**src/rtl/uart_tx_wb.sv**
```systemverilog
// uart_tx_wb: Wishbone-slave UART transmitter with a byte TX FIFO.
// Register map (adr_i[3:2]): 0 DATA (W, push), 1 STAT (R), 2 CTRL (R/W), 3 DIV (R/W).
// Optional feature: define UART_TX_PARITY_EN to add an even-parity bit after data bit 7.
// Without it, frames are 8N1 only.
module uart_tx_wb #(
    parameter int          pClkFreq  = 25000000,
    parameter int          pBaud     = 115200,
    parameter logic [27:0] pAddr     = 28'hFFDC00A,
    parameter int          pFifoLog2 = 4
) (
    input  logic        clk,
    input  logic        rst,
    input  logic        cyc_i,
    input  logic        stb_i,
    input  logic        we_i,
    input  logic [31:0] adr_i,
    input  logic [31:0] dat_i,
    output logic        ack_o,
    output logic [31:0] dat_o,
    output logic        txd_o,
    output logic        irq_o
);

    localparam int          DEPTH   = 2 ** pFifoLog2;
    localparam int          CW      = pFifoLog2 + 1;
    localparam logic [15:0] RST_DIV = 16'(pClkFreq / pBaud - 1);

    localparam logic [2:0] ST_IDLE  = 3'd0;
    localparam logic [2:0] ST_START = 3'd1;
    localparam logic [2:0] ST_DATA  = 3'd2;
    localparam logic [2:0] ST_STOP  = 3'd4;
`ifdef UART_TX_PARITY_EN
    localparam logic [2:0] ST_PARITY = 3'd3;
    localparam logic       PAR_EN    = 1'b1;
`else
    localparam logic       PAR_EN    = 1'b0;
`endif

    // Bus decode
    logic       cs;
    logic       acc;
    logic [1:0] sel;
    logic       wr_data;
    logic       rd_stat;
    logic       wr_ctrl;
    logic       wr_div;

    // FIFO
    logic [7:0]           mem [DEPTH];
    logic [pFifoLog2-1:0] wr_ptr;
    logic [pFifoLog2-1:0] rd_ptr;
    logic [CW-1:0]        count;
    logic                 full;
    logic                 empty;
    logic                 push;
    logic                 pop;
    logic                 ovf;

    // Registers and engine
    logic        irq_en;
    logic [15:0] div;
    logic [2:0]  state;
    logic [2:0]  idx;
    logic [15:0] baud_cnt;
    logic        bit_end;
    logic        busy;
    logic [7:0]  tx_byte;
    logic [31:0] stat;

    // Address bits below the word and the upper write-data half are never used.
    logic unused_bits;
    assign unused_bits = ^{adr_i[1:0], dat_i[31:16]};

    assign cs  = cyc_i & stb_i & (adr_i[31:4] == pAddr);
    // Side effects fire only on the first cycle of an access, before ack rises.
    assign acc = cs & ~ack_o;
    assign sel = adr_i[3:2];

    assign wr_data = acc &  we_i & (sel == 2'd0);
    assign rd_stat = acc & ~we_i & (sel == 2'd1);
    assign wr_ctrl = acc &  we_i & (sel == 2'd2);
    assign wr_div  = acc &  we_i & (sel == 2'd3);

    assign full    = (count == CW'(DEPTH));
    assign empty   = (count == '0);
    assign bit_end = (baud_cnt == 16'd0);
    assign busy    = (state != ST_IDLE);

    // Engine takes a byte when idle, or at the end of a stop bit for gap-free streaming.
    assign pop  = ~empty & ((state == ST_IDLE) | ((state == ST_STOP) & bit_end));
    // A push into a full FIFO still fits if the engine pops in the same cycle.
    assign push = wr_data & (~full | pop);

    assign stat = {22'd0, PAR_EN, 5'(count), ovf, empty, full, busy};

    // Registered acknowledge: follows cs one clock later.
    always_ff @(posedge clk) begin
        if (rst) ack_o <= 1'b0;
        else     ack_o <= cs;
    end

    // Combinational read mux; drives zero when not selected so the bridge can OR buses.
    always_comb begin
        dat_o = 32'h0;
        if (cs) begin
            case (sel)
                2'd1:    dat_o = stat;
                2'd2:    dat_o = {31'd0, irq_en};
                2'd3:    dat_o = {16'd0, div};
                default: dat_o = 32'h0;
            endcase
        end
    end

    // Control registers: interrupt enable and baud divisor.
    always_ff @(posedge clk) begin
        if (rst) begin
            irq_en <= 1'b0;
            div    <= RST_DIV;
        end else begin
            if (wr_ctrl) irq_en <= dat_i[0];
            if (wr_div)  div    <= dat_i[15:0];
        end
    end

    // FIFO storage; data path only, not reset.
    always_ff @(posedge clk) begin
        if (push) mem[wr_ptr] <= dat_i[7:0];
    end

    // FIFO pointers, occupancy and sticky overflow (cleared by a STAT read).
    always_ff @(posedge clk) begin
        if (rst) begin
            wr_ptr <= '0;
            rd_ptr <= '0;
            count  <= '0;
            ovf    <= 1'b0;
        end else begin
            if (push) wr_ptr <= wr_ptr + 1'b1;
            if (pop)  rd_ptr <= rd_ptr + 1'b1;
            case ({push, pop})
                2'b10:   count <= count + 1'b1;
                2'b01:   count <= count - 1'b1;
                default: count <= count;
            endcase
            if (wr_data & full & ~pop) ovf <= 1'b1;
            else if (rd_stat)          ovf <= 1'b0;
        end
    end

    // Latch the byte being sent when the engine pops it.
    always_ff @(posedge clk) begin
        if (pop) tx_byte <= mem[rd_ptr];
    end

    // Bit-serial engine: state, bit index and baud counter (reloaded at each bit start).
    always_ff @(posedge clk) begin
        if (rst) begin
            state    <= ST_IDLE;
            idx      <= 3'd0;
            baud_cnt <= 16'd0;
        end else begin
            case (state)
                ST_IDLE: begin
                    if (!empty) begin
                        state    <= ST_START;
                        baud_cnt <= div;
                    end
                end
                ST_START: begin
                    if (bit_end) begin
                        state    <= ST_DATA;
                        idx      <= 3'd0;
                        baud_cnt <= div;
                    end else begin
                        baud_cnt <= baud_cnt - 1'b1;
                    end
                end
                ST_DATA: begin
                    if (bit_end) begin
                        baud_cnt <= div;
                        if (idx == 3'd7) begin
`ifdef UART_TX_PARITY_EN
                            state <= ST_PARITY;
`else
                            state <= ST_STOP;
`endif
                        end else begin
                            idx <= idx + 1'b1;
                        end
                    end else begin
                        baud_cnt <= baud_cnt - 1'b1;
                    end
                end
`ifdef UART_TX_PARITY_EN
                ST_PARITY: begin
                    if (bit_end) begin
                        state    <= ST_STOP;
                        baud_cnt <= div;
                    end else begin
                        baud_cnt <= baud_cnt - 1'b1;
                    end
                end
`endif
                ST_STOP: begin
                    if (bit_end) begin
                        if (!empty) begin
                            state    <= ST_START;
                            baud_cnt <= div;
                        end else begin
                            state <= ST_IDLE;
                        end
                    end else begin
                        baud_cnt <= baud_cnt - 1'b1;
                    end
                end
                default: state <= ST_IDLE;
            endcase
        end
    end

    // Registered serial output, one clock behind the state, so the line is glitch-free.
    always_ff @(posedge clk) begin
        if (rst) begin
            txd_o <= 1'b1;
        end else begin
            case (state)
                ST_START:  txd_o <= 1'b0;
                ST_DATA:   txd_o <= tx_byte[idx];
`ifdef UART_TX_PARITY_EN
                ST_PARITY: txd_o <= ^tx_byte;
`endif
                default:   txd_o <= 1'b1;
            endcase
        end
    end

    // FIFO-empty interrupt, registered so it rises as the last stop bit leaves the line.
    always_ff @(posedge clk) begin
        if (rst) irq_o <= 1'b0;
        else     irq_o <= irq_en & empty & ~busy;
    end

endmodule

```
**config.mk**
```make
export PLATFORM = sky130hd
export DESIGN_NAME = uart_tx_wb
export DESIGN_NICKNAME = d
export VERILOG_FILES = /design/src/rtl/uart_tx_wb.sv
export SDC_FILE = /design/constraint.sdc
export NUM_CORES = 1
export LEC_CHECK = 0
export CORE_MARGIN = 3
export CORE_UTILIZATION = 25
export CTS_BUF_LIST = sky130_fd_sc_hd__clkbuf_2 sky130_fd_sc_hd__clkbuf_4 sky130_fd_sc_hd__clkbuf_8
export DETAILED_ROUTE_END_ITERATION = 7
export GPL_TIMING_DRIVEN = 0
export PLACE_DENSITY = 0.42
export SYNTH_ARGS = -nofsm -noshare
export SYNTH_HDL_FRONTEND = slang
export SYNTH_SLANG_ARGS = --single-unit
```
**constraint.sdc**
```tcl
create_clock -name clk -period 9.3 [get_ports clk]
set_clock_uncertainty 0.05 [all_clocks]
set_input_delay 1.86 -clock clk [delete_from_list [all_inputs] [get_ports clk]]
set_output_delay 1.86 -clock clk [all_outputs]
set_load 0.01 [all_outputs]
```
==> results.tsv <==
stage	metric	value	unit
critical_path	slowest_stage	nor4_2	
timing	slew-limit-headroom	13.63	%
die	fp.dieH	191.8	µm
detailed_routing	avgRoutedWirePerCell	18.85	µm
critical_path	criticalPathCategory	in -> out	
synth	ys_seq_elements	192	
die	start_util	25.53	%
critical_path	worstRegToRegCells	9	
clock_tree	cts_setup_buffers	0	
critical_path	reg2reg_slack	5.65	ns
critical_path	critical_path.startpoint	adr_i[26]	
global_routing	antenna_found_initial	0	
worst_hold_path	holdCritPathClass	reg -> reg	
clock_tree	clkSinkCount	192	
place	preCtsSetupSlack	3.021	ns
detailed_routing	drtIter0Drc	389	
timing	period_share	67.12	%
synth	syn_area_per_cell	13.31	µm²
timing	min_period	6.242	ns
global_routing	first_global_vias	5560	
critical_path	worstPathArrival	4.33	ns
detailed_routing	vias_per_cell	4.604	
synth	syn-instance-count	648	
detailed_routing	vias	5571	
critical_path	worst-path-max-fanout	9	
clock_tree	h-tree-depth	4	
synth	ys_seq_area_share	60.34	%
power	p_per_area	245.0	nW/µm²
die	die_w	191.8	µm
place	postPlaceCellArea	9923	µm²
worst_hold_path	hold_depth	2	
timing	worst_pin_slew	1.286	ns
clock_tree	root_buffer	clkbuf_8	
worst_hold_path	hold-path-endpoint	ovf$_SDFFE_PP0P_	
clock_tree	cts_tree	yes	
timing	setup_tns	0	ns
place	dp.cells	1179	
place	place_congestion	0.8282	
run	maxCapViolations	0	
critical_path	path_delay_family	buffers and inverters	
die	die_area	36770	µm²
synth	ys_async_sr_fraction	0	%
clock_tree	path_clk_slew	0.09	ns
timing	slew_viol_final	0	
die	rows	67	
detailed_routing	wirelength	22.80	mm
global_routing	gr-usage-all-layers	12.55	%
synth	synth_edf_count	136	
timing	fmax	160.2	MHz
timing	setup_viol	0	
power	p_leak	3.365	nW
clock_tree	post_cts_resized	0	
clock_tree	holdBufCountCts	0	
clock_tree	clk_latency	0.47	ns
cells_and_area	fin_nets	830	
timing	hold_viol	0	
die	core-area	33780	µm²
cells_and_area	layout_commonest_cell	edfxtp_1	
place	dp_hpwl	15.97	mm
place	portBuffers	68	
critical_path	worstPathRequired	7.39	ns
cells_and_area	syn2layout_area_growth	19.68	%
detailed_routing	antenna_violating_nets_post_route	0	
critical_path	crit_path_max_incr_delay	0.60	ns
critical_path	end_kind	output pin	
cells_and_area	drive_above_1_share	15.35	%
synth	ys_warn_count	0	
synth	netlist_area	8626	µm²
cells_and_area	finalInstanceArea	10320	µm²
critical_path	start_kind	primary input	
die	top_level_ports	104	
critical_path	crit_buf_inv	3	
synth	ys_types	73	
global_routing	grt_pass1_wl	34.47	mm
detailed_routing	drc	0	
run_status	status	completed	
power	power	0.002529	W
critical_path	timing.rr.end	mem[0][3]$_DFFE_PP_	
clock_tree	cts_buffer_depth	2	
power	ir_worst_vdd	0.08458	mV
timing	layout_setup_ws	3.058	ns
cells_and_area	n_antenna_cell	0	
clock_tree	cts_made_buffers	17	
synth	ys.flop_type	edfxtp_1	
global_routing	grt_max_degree	19	
global_routing	grt_remaining_overflow	0	
cells_and_area	layout_common_cells	136 x edfxtp_1, 68 x clkdlybuf4s50_1, 64 x nor2_1	
critical_path	timing.rr.start	baud_cnt[0]$_SDFFE_PP0P_	
cells_and_area	fin_cells	1210	
detailed_routing	firstDrtPassIters	4	
worst_hold_path	hold_start	ovf$_SDFFE_PP0P_	
critical_path	crit_chain	clkdlybuf4s50_1 -> nand4_1 -> nor4_2 -> and3_1 -> clkbuf_1 -> and3_1 -> clkdlybuf4s50_1	
timing	rsz0062_at_grt	no	
## cell usage after synthesis, types with 3 or more instances
cell	number	area, µm²
a21oi_1	39	195.2
a221oi_1	4	35.03
a22oi_1	4	30.03
a31oi_1	4	25.02
and3_1	10	62.56
buf_1	6	22.52
buf_2	5	25.02
buf_4	17	127.6
clkbuf_1	22	82.58
dfxtp_1	56	1121
edfxtp_1	136	4084
ha_1	11	137.6
inv_1	6	22.52
mux2_2	3	33.78
mux2i_1	11	110.1
mux4_2	42	945.9
nand2_1	62	232.7
nand2b_1	5	31.28
nand3_1	5	25.02
nand3b_1	6	45.04
nand4_1	8	50.05
nand4b_1	4	35.03
nor2_1	64	240.2
nor2b_1	4	25.02
nor3_1	12	60.06
nor3b_1	5	37.54
nor4_1	7	43.79
nor4_2	4	50.05
o211ai_1	6	45.04
o21ai_0	20	100.1
or4_1	3	22.52
xnor2_1	3	26.28
xor2_1	7	61.31
## routing by layer
metal  up-vias  part of all wire, %  global-route usage [%]
met3        17                  5.7                   2.865
met2       157                   46                   19.93
met1      2737                   47                   17.10
met4         0                  1.4                   3.839
met5         -                    0                       0
li1       2660                    -                       -
## report_power, final
group          leakage [nW]  internal [W]  switching (W)
sequential             1.68      0.000987      0.0000536
clock                 0.205      0.000248       0.000312
combinational          1.48      0.000388       0.000541
## flip-flops by register name, summed over array words and instances (netlist names), 3 cells and up
register	flops
tx_byte	8
rd_ptr	4
wr_ptr	4
count	5
idx	3
baud_cnt	16
mem	128
state	3
div	16
## how the worst max path moves through the flow
| stage | cells after the start | to | slack [ns] |
|---|---|---|---|
| after global placement | 7 | dat_o[14] | 2.99 |
| after CTS | 7 | dat_o[14] | 3.01 |
| final | 7 | dat_o[14] | 3.06 |
| after global routing | 7 | dat_o[14] | 2.84 |
| after detailed placement | 7 | dat_o[14] | 3.02 |
| after floorplan | 5 | dat_o[1] | 4.26 |
## metrics by stage
step	hold WS (ns)	util, %
4_1_cts	0.4290	30.54
5_1_grt	0.4443	30.56
6_report	0.4235	30.56
3_3_place_gp	0.4172	29.37
2_1_floorplan	0.3849	-
3_5_place_dp	0.4151	29.37
## cell type report
| class | instances | area (µm²) |
|---|---|---|
| plain buffers | 51 | 269.0 |
| clock buffers | 18 | 241.5 |
| clock inverters | 13 | 153.9 |
| fillers | 3442 | 23460 |
| inverters | 7 | 26.28 |
| multi-input cells | 413 | 3187 |
| flip-flops and latches | 192 | 5205 |
| well taps | 448 | 560.5 |
| repair buffers | 68 | 680.7 |
## worst min-delay path, stage by stage (launching register included)
cell     delay, ns
dfxtp_1       0.32
o41ai_1       0.06
a21oi_1       0.05
## logic make-up after synthesis
kind of cell | after synthesis | share of synthesized area (%)
XOR/XNOR | 10 | 1.015
buffers and inverters | 58 | 3.423
flip-flops | 192 | 60.34
multiplexers | 57 | 12.76
AND/OR/NAND/NOR | 217 | 13.21
AO/OA/AOI/OAI | 102 | 7.601
other | 1 | 0.04347
adder cells (fa/ha/maj) | 11 | 1.596
Power figures use the tool's default switching activity.
